### src/rtl/demux_nx1x2_stream.sv
// Registered 1-to-2 valid/ready stream demultiplexer with an independent FIFO per output lane.
// Optional per-lane pop counters are enabled by defining DEMUX_STATS_EN.
module demux_nx1x2_stream #(
   parameter int unsigned DATA_LENGTH = 64,
   parameter int unsigned FIFO_DEPTH  = 2,
   parameter int unsigned COUNT_WIDTH = 16
) (
   input  logic                        clk_i,
   input  logic                        reset_n_i,
   input  logic                        in_valid_i,
   output logic                        in_ready_o,
   input  logic [DATA_LENGTH-1:0]      in_data_i,
   input  logic                        select_i,
   output logic [1:0]                  out_valid_o,
   input  logic [1:0]                  out_ready_i,
   output logic [1:0][DATA_LENGTH-1:0] out_data_o
`ifdef DEMUX_STATS_EN
   ,
   output logic [1:0][COUNT_WIDTH-1:0] stat_count_o
`endif
);

   localparam int unsigned PTR_W = (FIFO_DEPTH > 1) ? $clog2(FIFO_DEPTH) : 1;
   localparam int unsigned CNT_W = $clog2(FIFO_DEPTH + 1);
   localparam logic [CNT_W-1:0] FULL_CNT = CNT_W'(FIFO_DEPTH);

   logic [1:0][CNT_W-1:0]  count_q,  count_d;
   logic [1:0][PTR_W-1:0]  wr_ptr_q, wr_ptr_d;
   logic [1:0][PTR_W-1:0]  rd_ptr_q, rd_ptr_d;
   logic [DATA_LENGTH-1:0] mem_q [2][FIFO_DEPTH];
   logic [DATA_LENGTH-1:0] mem_d [2][FIFO_DEPTH];

   logic [1:0] full;
   logic [1:0] lane_sel;
   logic [1:0] push;
   logic [1:0] pop;

   always_comb begin
      full        = '0;
      out_valid_o = '0;
      out_data_o  = '0;
      for (int unsigned k = 0; k < 2; k++) begin
         full[k]        = (count_q[k] == FULL_CNT);
         out_valid_o[k] = (count_q[k] != '0);
         out_data_o[k]  = mem_q[k][rd_ptr_q[k]];
      end
   end

   // A full lane refuses the beat even if it pops in the same cycle: no pass-through.
   assign in_ready_o = ~full[select_i];
   assign lane_sel   = {select_i, ~select_i};
   assign push       = lane_sel & {2{in_valid_i & in_ready_o}};
   assign pop        = out_valid_o & out_ready_i;

   always_comb begin
      count_d  = count_q;
      wr_ptr_d = wr_ptr_q;
      rd_ptr_d = rd_ptr_q;
      mem_d    = mem_q;
      for (int unsigned k = 0; k < 2; k++) begin
         if (push[k]) begin
            mem_d[k][wr_ptr_q[k]] = in_data_i;
            wr_ptr_d[k]           = wr_ptr_q[k] + PTR_W'(1);
         end
         if (pop[k]) begin
            rd_ptr_d[k] = rd_ptr_q[k] + PTR_W'(1);
         end
         count_d[k] = count_q[k] + CNT_W'(push[k]) - CNT_W'(pop[k]);
      end
   end

   always_ff @(posedge clk_i or negedge reset_n_i) begin
      if (!reset_n_i) begin
         count_q  <= '0;
         wr_ptr_q <= '0;
         rd_ptr_q <= '0;
         mem_q    <= '{default: '0};
      end else begin
         count_q  <= count_d;
         wr_ptr_q <= wr_ptr_d;
         rd_ptr_q <= rd_ptr_d;
         mem_q    <= mem_d;
      end
   end

`ifdef DEMUX_STATS_EN
   logic [1:0][COUNT_WIDTH-1:0] stat_q, stat_d;

   // Saturating pop counters; they hold at all-ones rather than wrapping.
   always_comb begin
      stat_d = stat_q;
      for (int unsigned k = 0; k < 2; k++) begin
         if (pop[k] && (stat_q[k] != '1)) begin
            stat_d[k] = stat_q[k] + COUNT_WIDTH'(1);
         end
      end
   end

   always_ff @(posedge clk_i or negedge reset_n_i) begin
      if (!reset_n_i) begin
         stat_q <= '0;
      end else begin
         stat_q <= stat_d;
      end
   end

   assign stat_count_o = stat_q;
`endif

endmodule
### config.mk
export PLATFORM = sky130hd
export DESIGN_NAME = demux_nx1x2_stream
export DESIGN_NICKNAME = d
export VERILOG_FILES = /design/src/rtl/demux_nx1x2_stream.sv
export SDC_FILE = /design/constraint.sdc
export NUM_CORES = 1
export LEC_CHECK = 0
export ABC_AREA = 1
export BUFFER_PORTS_ARGS = -buffer_cell sky130_fd_sc_hd__buf_2
export CAP_MARGIN = 20
export CORE_MARGIN = 8
export CORE_UTILIZATION = 59
export CTS_BUF_LIST = sky130_fd_sc_hd__clkbuf_8
export DETAILED_ROUTE_END_ITERATION = 10
export GPL_ROUTABILITY_DRIVEN = 0
export PLACE_DENSITY = 0.82
export SETUP_SLACK_MARGIN = 0.4
export SKIP_CTS_REPAIR_TIMING = 1
export SYNTH_ARGS = -nofsm -noshare
export SYNTH_HDL_FRONTEND = slang
export SYNTH_SLANG_ARGS = --single-unit
### constraint.sdc
create_clock -name clk_i -period 1.9 [get_ports clk_i]
set_input_delay 0.095 -clock clk_i [delete_from_list [all_inputs] [get_ports clk_i]]
set_output_delay 0.095 -clock clk_i [all_outputs]
set_load 0.05 [all_outputs]
==> Word-level counts from Yosys, hierarchy flattened <==
Index checks and enable logic that the tools add are counted.
{ "word_totals": {"register_bits": 264, "input_bits": 70, "output_inout_bits": 131, "word_cells": 54} }
{ "classes": {"n_addsub": 8, "magnitude_cmp": 7, "n_eq_ne": 2, "n_mux": 14, "bitwise_logic": 9, "n_reduce_logical": 4} }
{ "op_table": {"columns": ["cell", "count"], "rows": [
  ["64-bit 2-to-1 mux", 8],
  ["128-bit bitwise mux", 2],
  ["64-bit demux with 1-bit select", 2],
  ["2-bit greater-or-equal comparator, second input constant", 4],
  ["1-bit inverter with 2-bit output", 4],
  ["1-bit adder, second input constant", 4],
  ["2-bit by 1-bit adder with 2-bit output", 2],
  ["2-bit AND", 2],
  ["2-bit equality test, second input constant", 2],
  ["2-bit by 1-bit less-than comparator with 1-bit output, second input constant", 2],
  ["2-bit nonzero test", 2],
  ["2-bit by 1-bit subtractor with 2-bit output", 2],
  ["1-bit logical AND", 2],
  ["1-bit by 2-bit less-than comparator with 1-bit output, second input constant", 1],
  ["1-bit 2-to-1 mux", 2],
  ["1-bit inverter", 2],
  ["1-bit AND", 1]
]} }

==> Logic depth before layout (Yosys ltp) <==
{ "depth": {"depth_word": 8, "depth_mapped": 9, "ltp_nobuf": 7} }

==> Least setup slack after synthesis <==
No wires, ideal clock.
{ "synth_timing": {"path_type": "flip-flop to output port", "startpoint": "reg rd_ptr_q[1] (netlist name)", "endpoint": "out out_data_o[105] (netlist name)", "arrival_ns": 1.818, "required_ns": 1.805, "slack_ns": -0.013, "path_stages_with_launch": 4, "n_path_buf": 2, "path_cell_list": "dfrtp_1 buf_2 clkbuf_1 o21ai_0"} }
{ "synth_rtl": {"columns": ["element", "line_no", "rtl"], "rows": [
  ["from (decl)", "29", "logic [1:0][PTR_W-1:0] rd_ptr_q, rd_ptr_d;"],
  ["from (signal assigned)", "81", "rd_ptr_q <= rd_ptr_d;"],
  ["to (decl)", "16", "output logic [1:0][DATA_LENGTH-1:0] out_data_o"]
]} }

==> impl_results.md <==
- Ranking of synthesized cells by area: dfrtp_1 (53%), nand2_1 (17%), o21ai_0 (7.7%)
- Post-synth cell types: 19
- CTS root buffer: clkbuf_8
- Vias in the first global route: 10800
- Setup WS post-layout: -0.05424 ns
- Area share of the largest cell type after synthesis: 52.91%
- Primary FF master, synth: dfrtp_1
- Post-synth ARST share: 100.0%
- Rows: 53
- Bufs on Longest Clock Path: 3
- Initial DRC count: 1325
- TritonRoute pass-1 iters: 6
- Post-synth top area cell: dfrtp_1
- Post-Syn Instances: 1553
- HPWL after DPL: 21.06 mm
- Critical Path AT: 1.86 ns
- Post-Route WL: 50.89 mm
- RSZ-0062 raised after global routing: true
- Initial antenna violation count: 3
- Share of cells above drive strength 1: 30.54%
- Die Footprint: 0.02607 mm2
- Part of the cycle the worst path needs: 102.9%
- Chip height: 161.5 um
- Fin crit period: 1.954 ns
- Htree depth: 2
- CTS Sinks: 264
- Leading cell types by count after synthesis: nand2_1 (579), dfrtp_1 (264), inv_1 (200)
- Endpoints failing setup: 10
- Chip width: 161.5 um
- Pre-CTS setup slack: 0.3435 ns
- DRC: 0
- Register bit total from synthesis: 264
- # IOs: 201
- Crit Path Max Fanout: 16
- Max transition margin: 58.22%
- Vias: 13150
- Largest net degree at the start of global routing: 66
- Worst setup EP type: output pin
- TritonCTS buffer count: 44
- Area added between synthesis and finish: 48.86%
- Slew @ Worst Pin: 0.6268 ns
- DR WL/cell: 23.52 um
- Clock slew at reported path FFs: 0.07 ns
- Critical Setup Path Class: flip-flop to output pin
- Port-buffer cells: 200
- Clk Latency, worst-skew pair: 0.57 ns
- Number of flops mapped to enable cells by yosys: 0
- Core ar.: 0.02089 mm2
- Outcome: finished, violations left
- Worst hold-check path type: primary input to async pin
- CTS tree: yes
- CP required: 1.80 ns
- Hold Violations, Final: 0
- GRT Overall Usage: 24.63%
- Max-slew violations: 0
- RR Startpoint: count_q[2]$_DFF_PN0_
- Initial Util: 59.77%
- Syn Std Cell Area: 0.01249 mm2
- Most frequent cell after synthesis: nand2_1
- Clock Skew: 0.01805 ns
- Layout net count: 1928
- Max-cap violations: 0
- Worst reg2reg setup slack: 0 ns
- Routed vias/inst: 6.077
- CP startpoint kind: flip-flop
- Failing checks: setup timing
- Synthesized Nets: 1627
- Synthesized area per cell: 8.040 um2
- Post-DRT Antenna Nets: 0
- GR Overflow Total: 0
- First-pass GRT wire length: 53.43 mm
- Synth Warn #: 0
- Fmax: 511.7 MHz
- Critical Path Source: rd_ptr_q[1]$_DFFE_PN0P_
- Post-synthesis sequential area ratio: 52.91%
## state kept, by name, indices dropped and copies added, names as in the netlist
name and flops:
wr_ptr_q 2, rd_ptr_q 2, mem_q 256, count_q 4
## stage by stage
step | TNS, ns | cell area (um2) | std cells | hold slack (ns) | util (%)
6_report | -0.1971 | 18590 | 2164 | 0.04536 | 88.98
5_1_grt | -0.6277 | 18580 | 2163 | 0.07953 | 88.97
4_1_cts | -6.484 | 15010 | 2039 | -0.5226 | 71.86
3_5_place_dp | 0 | 14170 | 1961 | 0.05597 | 67.85
3_3_place_gp | 0 | 14170 | 1961 | 0.05049 | 67.85
2_1_floorplan | 0 | 12890 | 1553 | -0.2006 | -
## area by class of cell
type | instances | area (um2)
Clock buffer | 53 | 729.5
Tap cell | 275 | 344.1
Timing Repair Buffer | 357 | 4060
Sequential cell | 264 | 6615
Fill cell | 874 | 2302
Antenna cell | 3 | 7.507
Multi-Input combinational cell | 985 | 5963
Inverter | 202 | 758.2
Clock inverter | 25 | 108.9
## cells by family (layout without fill, tap and decap cells)
kind of cell	Yosys count	after routing	share of synthesized area (%)
buffers and inverters	304	637	9.971
flip-flops	264	264	52.91
XOR/XNOR	8	8	0.5612
AND/OR/NAND/NOR	588	588	18.16
adder cells (fa/ha/maj)	4	4	0.4009
AO/OA/AOI/OAI	385	385	18.00
other	0	3	0
## critical path: stages, from the launching register on
cell,delay [ns]
dfrtp_4,0.52
buf_12,0.17
buf_12,0.15
nand2_1,0.18
o21ai_4,0.10
buf_6,0.16
## final timing paths
path / cells after the start / to
setup / recovery: 5 / out_data_o[96]
hold / removal: 2 / mem_q[73]$_DFFE_PN0P_
hold reg to reg: 2 / mem_q[36]$_DFFE_PN0P_
max in group asynchronous: 3 / rd_ptr_q[1]$_DFFE_PN0P_
min in group clk_i: 6 / mem_q[124]$_DFFE_PN0P_
setup reg to reg: 8 / mem_q[208]$_DFFE_PN0P_
## routing by layer
layer	track usage (%)	part of all wire (%)	up-vias
met4	8.418	7.1	0
met5	0	0	-
li1	-	-	5431
met3	5.090	11	352
met2	40.87	48	1100
met1	31.69	33	6268
## layout by cell type, fill, tap and decap left out, types with 3 or more instances in the layout
cell type	synthesis	routed
nand2_1	579	504
dfrtp_1	264	261
inv_1	200	215
buf_6	0	127
o21bai_1	128	124
buf_2	44	70
o21ai_1	64	68
dlygate4sd3_1	0	67
o21ai_2	0	65
o21ai_0	193	63
o21ai_4	0	61
nand2_2	0	57
clkbuf_8	0	53
buf_4	13	26
buf_12	0	25
clkbuf_16	0	22
nand2_4	0	18
buf_8	0	15
inv_2	2	7
xnor2_1	6	6
buf_16	0	5
o21bai_4	0	4
nor2_4	3	4
ha_4	0	4
diode_2	0	3
Power is not shown: default switching activity piles up to over one toggle a cycle in this logic, so the estimate is an artifact.
